**src/rtl/intc_pkg.sv**
```systemverilog
// ----------------------------------------------------------------------------
// intc_pkg
// Shared definitions for the interrupt controller.
//   - Register offsets as seen on bus addr[3:2]
//   - Arbiter FSM state encoding
//   - Bit positions of the fields in the CTRL register
// ----------------------------------------------------------------------------
package intc_pkg;

    // Register offsets (bus addr[3:2])
    localparam logic [1:0] INTC_PEND  = 2'd0;
    localparam logic [1:0] INTC_MASK  = 2'd1;
    localparam logic [1:0] INTC_CLAIM = 2'd2;
    localparam logic [1:0] INTC_CTRL  = 2'd3;

    // CTRL field positions
    localparam int CTRL_GIE_BIT   = 0;
    localparam int CTRL_EDGE_BASE = 8;

    // CLAIM valid flag position
    localparam int CLAIM_VALID_BIT = 31;

    // Arbiter state encoding
    typedef enum logic [1:0] {
        IDLE   = 2'd0,
        ACTIVE = 2'd1,
        GAP    = 2'd2
    } intc_state_e;

endpackage

```
**src/rtl/intc_prio_pick.sv**
```systemverilog
// ----------------------------------------------------------------------------
// intc_prio_pick
// Combinational find-first-set over NSRC request bits. The scan begins at
// 'start' and wraps from NSRC-1 back to 0. Tie 'start' to zero for plain
// lowest-index-first priority.
// Ports:
//   req    in  NSRC  request vector
//   start  in  IDW   index at which the scan begins (must be < NSRC)
//   id     out IDW   index of the first set bit found
//   found  out 1     at least one request bit is set
// ----------------------------------------------------------------------------
module intc_prio_pick #(
    parameter int NSRC = 6,
    parameter int IDW  = 3
) (
    input  logic [NSRC-1:0] req,
    input  logic [IDW-1:0]  start,
    output logic [IDW-1:0]  id,
    output logic            found
);

    // Rotating scan: the first hit after 'start' wins. The sum carries one
    // extra bit so start+i never overflows before the wrap is applied.
    always_comb begin
        logic [IDW:0]   sum_v;
        logic [IDW-1:0] idx_v;
        logic           hit_v;
        id    = {IDW{1'b0}};
        found = 1'b0;
        sum_v = {(IDW+1){1'b0}};
        idx_v = {IDW{1'b0}};
        hit_v = 1'b0;
        for (int i = 0; i < NSRC; i++) begin
            sum_v = {1'b0, start} + (IDW+1)'(i);
            sum_v = (sum_v >= (IDW+1)'(NSRC)) ? (sum_v - (IDW+1)'(NSRC)) : sum_v;
            idx_v = sum_v[IDW-1:0];
            hit_v = req[idx_v] & ~found;
            id    = hit_v ? idx_v : id;
            found = found | req[idx_v];
        end
    end

endmodule

```
**src/rtl/intc_ctrl.sv**
```systemverilog
// ----------------------------------------------------------------------------
// intc_ctrl
// Interrupt controller / arbiter between device IRQ lines and the CPU.
// Latches and masks requests, selects one winner and holds a single IRQ to
// the CPU until software writes an end-of-interrupt (EOI) carrying the id.
//
// Optional build macro:
//   INTC_ROUND_ROBIN_EN  - winner search starts after the last serviced id
//                          (round robin); otherwise lowest index wins.
//
// Ports:
//   clk         in   1     system clock
//   rst         in   1     asynchronous, active-low reset
//   addr        in   2     register select (bus addr[3:2])
//   we          in   1     write strobe, one cycle per store
//   DEV_WD      in   32    write data
//   DEVIntc_RD  out  32    read data, combinational from addr
//   irq_in      in   NSRC  device requests, synchronous to clk
//   IRQ         out  1     registered interrupt request to the CPU
// ----------------------------------------------------------------------------
module intc_ctrl
    import intc_pkg::*;
#(
    parameter int NSRC = 6
) (
    input  logic            clk,
    input  logic            rst,
    input  logic [1:0]      addr,
    input  logic            we,
    input  logic [31:0]     DEV_WD,
    output logic [31:0]     DEVIntc_RD,
    input  logic [NSRC-1:0] irq_in,
    output logic            IRQ
);

    localparam int IDW = (NSRC > 1) ? $clog2(NSRC) : 1;
    localparam logic [NSRC-1:0] SRC_ONE = NSRC'(1);

    logic [NSRC-1:0] pend_r;
    logic [NSRC-1:0] mask_r;
    logic [NSRC-1:0] edge_r;
    logic [NSRC-1:0] irq_q_r;
    logic            gie_r;
    logic [IDW-1:0]  cur_id_r;
    intc_state_e     state_r;
    logic            irq_r;

    logic            wr_pend_s;
    logic            wr_mask_s;
    logic            wr_claim_s;
    logic            wr_ctrl_s;
    logic            eoi_ok_s;
    logic [NSRC-1:0] set_s;
    logic [NSRC-1:0] clr_s;
    logic [NSRC-1:0] eoi_bit_s;
    logic [NSRC-1:0] eligible_s;
    logic [IDW-1:0]  start_s;
    logic [IDW-1:0]  win_id_s;
    logic            win_found_s;
    logic [31:0]     rd_s;
    logic            unused_wd_s;

    assign wr_pend_s  = we && (addr == INTC_PEND);
    assign wr_mask_s  = we && (addr == INTC_MASK);
    assign wr_claim_s = we && (addr == INTC_CLAIM);
    assign wr_ctrl_s  = we && (addr == INTC_CTRL);

    // Edge sources set on a rising edge, level sources while the line is high.
    assign set_s = irq_in & (~edge_r | ~irq_q_r);

    // Only an EOI naming the id currently being serviced is honoured.
    assign eoi_ok_s  = wr_claim_s && (state_r == ACTIVE) && (DEV_WD[IDW-1:0] == cur_id_r);
    assign eoi_bit_s = eoi_ok_s ? (SRC_ONE << cur_id_r) : {NSRC{1'b0}};
    assign clr_s     = (wr_pend_s ? DEV_WD[NSRC-1:0] : {NSRC{1'b0}}) | eoi_bit_s;

    // A high level line is eligible in the cycle it is seen, one cycle ahead
    // of its pend bit; edge sources only become eligible once latched.
    assign eligible_s = (pend_r | (irq_in & ~edge_r)) & mask_r;

    // Bus write bits outside the implemented fields are intentionally dropped.
    assign unused_wd_s = &{1'b0, DEV_WD};

    intc_prio_pick #(
        .NSRC (NSRC),
        .IDW  (IDW)
    ) u_pick (
        .req   (eligible_s),
        .start (start_s),
        .id    (win_id_s),
        .found (win_found_s)
    );

`ifdef INTC_ROUND_ROBIN_EN
    logic [IDW-1:0] rr_ptr_r;

    // Move the search origin just past the source that was serviced.
    always_ff @(posedge clk or negedge rst) begin
        if (!rst) begin
            rr_ptr_r <= {IDW{1'b0}};
        end else if (eoi_ok_s) begin
            rr_ptr_r <= (cur_id_r == IDW'(NSRC - 1)) ? {IDW{1'b0}} : (cur_id_r + IDW'(1));
        end
    end

    assign start_s = rr_ptr_r;
`else
    assign start_s = {IDW{1'b0}};
`endif

    // Register file: pending latch (set beats clear), mask, control, input delay.
    always_ff @(posedge clk or negedge rst) begin
        if (!rst) begin
            pend_r  <= {NSRC{1'b0}};
            mask_r  <= {NSRC{1'b0}};
            edge_r  <= {NSRC{1'b0}};
            gie_r   <= 1'b0;
            irq_q_r <= {NSRC{1'b0}};
        end else begin
            irq_q_r <= irq_in;
            pend_r  <= (pend_r & ~clr_s) | set_s;
            if (wr_mask_s) begin
                mask_r <= DEV_WD[NSRC-1:0];
            end
            if (wr_ctrl_s) begin
                gie_r  <= DEV_WD[CTRL_GIE_BIT];
                edge_r <= DEV_WD[CTRL_EDGE_BASE +: NSRC];
            end
        end
    end

    // Arbiter FSM: claim a winner, hold until EOI or GIE off, then one idle gap.
    always_ff @(posedge clk or negedge rst) begin
        if (!rst) begin
            state_r  <= IDLE;
            cur_id_r <= {IDW{1'b0}};
            irq_r    <= 1'b0;
        end else begin
            case (state_r)
                IDLE: begin
                    if (gie_r && win_found_s) begin
                        state_r  <= ACTIVE;
                        cur_id_r <= win_id_s;
                        irq_r    <= 1'b1;
                    end else begin
                        irq_r    <= 1'b0;
                    end
                end
                ACTIVE: begin
                    if (wr_ctrl_s && !DEV_WD[CTRL_GIE_BIT]) begin
                        state_r <= IDLE;
                        irq_r   <= 1'b0;
                    end else if (eoi_ok_s) begin
                        state_r <= GAP;
                        irq_r   <= 1'b0;
                    end else begin
                        irq_r   <= 1'b1;
                    end
                end
                GAP: begin
                    // Guarantees the CPU sees IRQ low before any re-assertion.
                    state_r <= IDLE;
                    irq_r   <= 1'b0;
                end
                default: begin
                    state_r <= IDLE;
                    irq_r   <= 1'b0;
                end
            endcase
        end
    end

    assign IRQ = irq_r;

    // Read mux; unimplemented bits read as zero.
    always_comb begin
        rd_s = 32'd0;
        case (addr)
            INTC_PEND: begin
                rd_s[NSRC-1:0] = pend_r;
            end
            INTC_MASK: begin
                rd_s[NSRC-1:0] = mask_r;
            end
            INTC_CLAIM: begin
                rd_s[CLAIM_VALID_BIT] = (state_r == ACTIVE);
                rd_s[IDW-1:0]         = cur_id_r;
            end
            INTC_CTRL: begin
                rd_s[CTRL_GIE_BIT]            = gie_r;
                rd_s[CTRL_EDGE_BASE +: NSRC]  = edge_r;
            end
            default: begin
                rd_s = 32'd0;
            end
        endcase
    end

    assign DEVIntc_RD = rd_s;

endmodule

```
**config.mk**
```make
export PLATFORM = sky130hd
export DESIGN_NAME = intc_ctrl
export DESIGN_NICKNAME = d
export VERILOG_FILES = /design/src/rtl/intc_pkg.sv /design/src/rtl/intc_prio_pick.sv /design/src/rtl/intc_ctrl.sv
export SDC_FILE = /design/constraint.sdc
export NUM_CORES = 1
export LEC_CHECK = 0
export BUFFER_PORTS_ARGS = -buffer_cell sky130_fd_sc_hd__buf_2
export CORE_ASPECT_RATIO = 1.4
export CORE_MARGIN = 1.5
export CORE_UTILIZATION = 46
export DETAILED_ROUTE_END_ITERATION = 10
export PLACE_DENSITY_LB_ADDON = 0.1
export SETUP_SLACK_MARGIN = 0.1
export SLEW_MARGIN = 5
export SYNTH_ARGS = -nofsm -noshare
export SYNTH_HDL_FRONTEND = slang
export SYNTH_SLANG_ARGS = --single-unit
export TNS_END_PERCENT = 30
```
**constraint.sdc**
```tcl
create_clock -name clk -period 2.3 [get_ports clk]
set_clock_uncertainty 0.1 [all_clocks]
set_input_delay 0.115 -clock clk [delete_from_list [all_inputs] [get_ports clk]]
set_output_delay 0.115 -clock clk [all_outputs]
set_load 0.05 [all_outputs]
```
== Yosys cells after proc, flatten, opt, wreduce, memory -nomap -nowiden ==
Index checks and enable logic that the tools add are counted.
Widths: inputs -> output; s select.

* Equal/unequal tests: 7
* Shift-type cells: 1
* Muxes and demuxes: 20
* Bitwise operators: 26
* Reductions and logical operators: 13

{| class="wikitable"
|+ Operator list
! cell !! number
|-
| $and 6x6->6 || 4
|-
| $or 6x6->6 || 4
|-
| $mux 6 || 3
|-
| $not 6->6 || 3
|-
| $mux 3 || 4
|-
| $logic_and 1x1->1 || 8
|-
| $mux 2 || 3
|-
| $pmux 2 s3 || 1
|-
| $pmux 3 s2 || 1
|-
| $shl 1x3->6 const A || 1
|-
| $and 1x1->1 || 5
|-
| $mux 1 || 5
|-
| $not 1->1 || 5
|-
| $or 1x1->1 || 5
|-
| $eq 2x1->1 const B || 2
|-
| $eq 2x2->1 const B || 2
|-
| $logic_not 2->1 || 2
|-
| $pmux 1 s4 || 1
|-
| $pmux 2 s2 || 1
|-
| $reduce_and 2->1 || 2
|-
| $eq 3x3->1 || 1
|-
| $ne 3x2->1 const B || 1
|-
| $ne 2x2->1 const B || 1
|-
| $pmux 1 s2 || 1
|-
| $logic_not 1->1 || 1
|}

* Bits in registers: 31
* Word-level logic and storage cells: 75

== Logic depth before layout (Yosys ltp) ==
* Word-level depth: 12
* Depth in mapped cells: 6

== Hierarchy ==
From an unflattened synthesis, not the netlist that was laid out.

* Cell total of the unflattened synthesis: 272
* Area, all modules: 2,591.2 um2

{| class="wikitable"
|+ Modules (own cells, without submodules)
! module !! instances !! cells each !! area an instance (um2) !! sequential area each (um2)
|-
| intc_ctrl || 1 || 155 || 1,714.1 || 775.7
|-
| intc_prio_pick || 1 || 117 || 877.1 || 0.0
|}

== Worst setup path after synthesis ==
OpenSTA, ideal clock, no wires.

* Path kind: reg-to-reg
* Start point: reg state_r[1]
* End point: reg pend_r[4]
* Arrival time: 1.762 ns
* Required time: 2.078 ns
* Slack: 0.317 ns
* Cell stages (with the launch flop): 5
* Cells stage by stage: dfrtp_1 and4bb_4 o2111ai_4 or4_1 a32o_1

* Word-level cells in the longest chain between the ends: 8

{| class="wikitable"
|+ Ends and longest elaborated chain
! item !! RTL line !! source
|-
| start: declaration || intc_ctrl.sv:45 || <nowiki>intc_state_e state_r;</nowiki>
|-
| start signal: assignment || intc_ctrl.sv:134 || <nowiki>state_r <= IDLE;</nowiki>
|-
| start signal: assignment || intc_ctrl.sv:141 || <nowiki>state_r <= ACTIVE;</nowiki>
|-
| start signal: assignment || intc_ctrl.sv:150 || <nowiki>state_r <= IDLE;</nowiki>
|-
| $eq 2x1->1 || intc_ctrl.sv:72 || <nowiki>assign eoi_ok_s = wr_claim_s && (state_r == ACTIVE) && (DEV_WD[IDW-1:0] == cur_id_r);</nowiki>
|-
| $logic_and 1x1->1 (2 in a row) || intc_ctrl.sv:72 ||
|-
| $mux 6 || intc_ctrl.sv:73 || <nowiki>assign eoi_bit_s = eoi_ok_s ? (SRC_ONE << cur_id_r) : {NSRC{1'b0}};</nowiki>
|-
| $or 6x6->6 || intc_ctrl.sv:74 || <nowiki>assign clr_s = (wr_pend_s ? DEV_WD[NSRC-1:0] : {NSRC{1'b0}}) | eoi_bit_s;</nowiki>
|-
| $not 6->6 || intc_ctrl.sv:120 || <nowiki>pend_r <= (pend_r & ~clr_s) | set_s;</nowiki>
|-
| $and 6x6->6 || intc_ctrl.sv:120 ||
|-
| $or 6x6->6 || intc_ctrl.sv:120 ||
|-
| end signal: assignment || intc_ctrl.sv:113 || <nowiki>pend_r <= {NSRC{1'b0}};</nowiki>
|-
| end signal: assignment || intc_ctrl.sv:120 ||
|-
| end: declaration || intc_ctrl.sv:39 || <nowiki>logic [NSRC-1:0] pend_r;</nowiki>
|}

Every way passes these cells.
A chain may end at the register's enable or synchronous reset.

== Final worst setup path ==
* Start point: in irq_in[0]
* End point: reg cur_id_r[1]

* Word-level cells in the longest chain between the ends: 10
* Elaborated cells on any way between the ends: 22
* Classes of those cells: 4 x mux; 16 x bitwise; 2 x reduce/logical

{| class="wikitable"
|+ Ends and longest elaborated chain
! item !! RTL line !! source
|-
| start: declaration || intc_ctrl.sv:32 || <nowiki>input logic [NSRC-1:0] irq_in,</nowiki>
|-
| $and 6x6->6 (*) || intc_ctrl.sv:78 || <nowiki>assign eligible_s = (pend_r | (irq_in & ~edge_r)) & mask_r;</nowiki>
|-
| $or 6x6->6 (*) || intc_ctrl.sv:78 ||
|-
| $and 6x6->6 (*) || intc_ctrl.sv:78 ||
|-
| $or 1x1->1 (*) || intc_prio_pick.sv:39 || <nowiki>found = found | req[idx_v];</nowiki>
|-
| $or 1x1->1 / $not 1->1 (equally long branches) || intc_prio_pick.sv:39, intc_prio_pick.sv:37 ||
|-
| $or 1x1->1 (tied with other cells) (3 in a row) || intc_prio_pick.sv:39 ||
|-
| $logic_and 1x1->1 (tied with other cells) || intc_ctrl.sv:140 || <nowiki>if (gie_r && win_found_s) begin</nowiki>
|-
| $reduce_and 2->1 (no source line) / $mux 3 (equally long branches) || -- ||
|-
| end signal: assignment || intc_ctrl.sv:135 || <nowiki>cur_id_r <= {IDW{1'b0}};</nowiki>
|-
| end signal: assignment || intc_ctrl.sv:142 || <nowiki>cur_id_r <= win_id_s;</nowiki>
|-
| end: declaration || intc_ctrl.sv:44 || <nowiki>logic [IDW-1:0] cur_id_r;</nowiki>
|}

Every way passes the cells marked *; elsewhere a longest branch is shown, timed or not.

==> out/metrics.yaml <==
nets: 259
ys_top_cells_by_count: "31 x dfrtp_1, 23 x nand2_1, 19 x buf_4"
grt-ovfl-total: 0
die_area_um2: 4000
netlist_top_cells_area: "dfrtp_1 47%, mux2_2 8.8%, buf_4 8.6%"
hold_viol_final: 0
dp.final_hpwl_um: 2710
viasPerCell: 5.07
yosys-mux-area-fraction_pct: 13.7
leakage_nw: 0.963
synth_seq_cells: 31
grt_pass1_wl_um: 6100
final_util_pct: 61.1
crit_slowest_cell: "dlygate4sd3_1"
clk_pin_slew_ns: 0.06
cp-start-kind: "input port"
synth_xor_area_share_pct: 0.525
vias: 1303
synth_cell_type_count: 29
synthSimpleGateAreaFrac_pct: 16.7
nFillCells: 320
firstDrtPassIters: 4
hp-class: "input port to register"
synth_edf_count: 0
cts_tree: "built"
htreeDepth: 2
cts_resized: 0
synth_compound_area_share_pct: 11.9
synthAdderAreaFrac_pct: 0
rsz0062_at_grt: "false"
cts_inserted_buffers: 5
syn_area_per_cell_um2: 10.5
period_share_pct: 91.5
crit_top_cell: "o21ai_0"
top_level_ports: 76
synth_top_area_share_pct: 46.5
grtUsageTotal_pct: 22.1
post-route-drc-count: 0
die_w_um: 53.9
path_max_fanout: 3
tns_ns: 0
grt_pass1_vias: 1318
wl_per_cell_um: 14.6
synth_ff_type: "dfrtp_1"
ys_async_sr_fraction_pct: 100
synth_top_area_cell: "dfrtp_1"
cts.sinks: 31
gp_congestion: 0.874
pre_cts_slack_ns: 0.336
crit_arrival_ns: 2.17
ir_worst_vdd_mv: 0.622
crit_chain: "dlygate4sd3_1 -> buf_2 -> nor2b_1 -> o21ai_0 -> nand4_1 -> o21ai_0 -> mux2_2"
post-synth-top-count-cell: "dfrtp_1"
syn_area_um2: 1670
cts_max_path_buffers: 2
port_buffers: 36
areaGrowthSynthToFinish_pct: 24.8
core_area_um2: 3410
critPathCaptureType: "register"
grt_max_degree: 32
status: "complete, no violations"
cp.required_ns: 2.37
num_rows: 25
power_density_nw_per_um2: 856
drt_wl_total_um: 3750
ant_nets: 0
drv_slew: 0
root_buffer: "clkbuf_8"
finalCriticalPeriod_ns: 2.10
setup_viol: 0
initial_core_util_pct: 48.9
synth_top_family_by_area: "simple AND/OR/NAND/NOR gates"
clkLatencyLatePin_ns: 0.28
worst_slew_pin_slew_ns: 0.703
setup_slack_ns: 0.195
critical-path-max-stage-delay_ns: 0.53
syn-instance-count: 159
drive_gt1_share_pct: 29.5
yosysSeqAreaShare_pct: 46.5
dieHeight_um: 74.2
slew_headroom_pct: 53.1
critPathKind: "input port to register"
fmax_mhz: 475
n_antenna_cell: 0
maxCapViolations: 0
dr.first_iter.drc_count: 21
grt_antenna_before_repair: 0
yosys_warnings: 0
-- layout make-up --
| class | count | area (um^2) | area share (%) |
|---|---|---|---|
| Multi-Input combinational cell | 121 | 786 | 37.7 |
| Sequential cell | 31 | 776 | 37.3 |
| Timing Repair Buffer | 55 | 363 | 17.4 |
| Clock buffer | 8 | 100 | 4.81 |
| Tap cell | 40 | 50.0 | 2.40 |
| Inverter | 2 | 7.51 | 0.361 |
-- layout by cell type, fill, tap and decap left out, types with 3 or more instances in the layout --
cell / count
nor2b_1: 9
clkbuf_8: 7
a32o_1: 6
mux2_2: 13
a21oi_1: 5
nand2_1: 23
and3_1: 6
dfrtp_1: 31
mux2i_1: 6
conb_1: 19
buf_4: 3
o21ai_0: 14
buf_2: 36
nor2_1: 3
dlygate4sd3_1: 16
-- where the power goes --
group	switching (mW)	total (mW)	internal (mW)
combinational	0.374	0.574	0.200
clock	0.199	0.471	0.273
sequential	0.0911	0.736	0.645
-- kinds of logic (layout without fill, tap and decap cells) --
kind of cell | Yosys count | in the layout
buf+inv | 25 | 65
other cells | 1 | 19
simple gates | 53 | 53
mux | 20 | 20
xor+xnor | 1 | 1
flops | 31 | 31
compound gates | 28 | 28
-- layer usage --
metal	track usage, %	wire length, um	up-vias
met1	25.3	1500	614
met2	37.0	2000	45
met3	4.82	153	9
met5	0	0	-
li1	-	-	635
met4	13.1	100	0
-- state kept, by name (all words and copies together), names as in the netlist --
signal    cells
edge_r        6
cur_id_r      3
pend_r        6
gie_r         1
state_r       2
mask_r        6
irq_q_r       6
IRQ           1
-- what timing repair did --
| item | 4_1_cts | 5_1_grt |
|---|---|---|
| hold endpoints to repair | 52 | 0 |
| hold buffers | 16 | 0 |
| buffers inserted | 0 | 0 |
-- worst paths after layout --
check                                 from     endpoint  slack (ns)  cells after the start
worst min-delay path             DEV_WD[1]    mask_r[1]        0.02                      2
max in group asynchronous              rst    mask_r[1]        1.34                      2
min in group asynchronous              rst  cur_id_r[2]        0.31                      2
worst max-delay path             irq_in[0]  cur_id_r[1]        0.20                      7
worst min register to register  state_r[1]   state_r[0]        0.38                      1
worst max register to register  state_r[1]    pend_r[4]        0.32                      4
-- metrics by stage --
stage	area, um^2	hold WS (ns)	cells	power, mW
after floorplan	1740	-0.281	177	1.19
after global placement	1820	0.0930	233	1.29
after detailed placement	1820	0.100	233	1.30
after CTS	2080	0.0109	257	1.80
after global routing	2080	0.0193	257	1.89
final	2080	0.0170	257	1.78
-- worst max-delay path: cells and delay by family --
kind            cells  cell delay, ns
mux                 1            0.38
buf+inv             2            0.66
compound gates      2            0.69
simple gates        2            0.33
No activity file was read; power rests on OpenSTA's default activity.
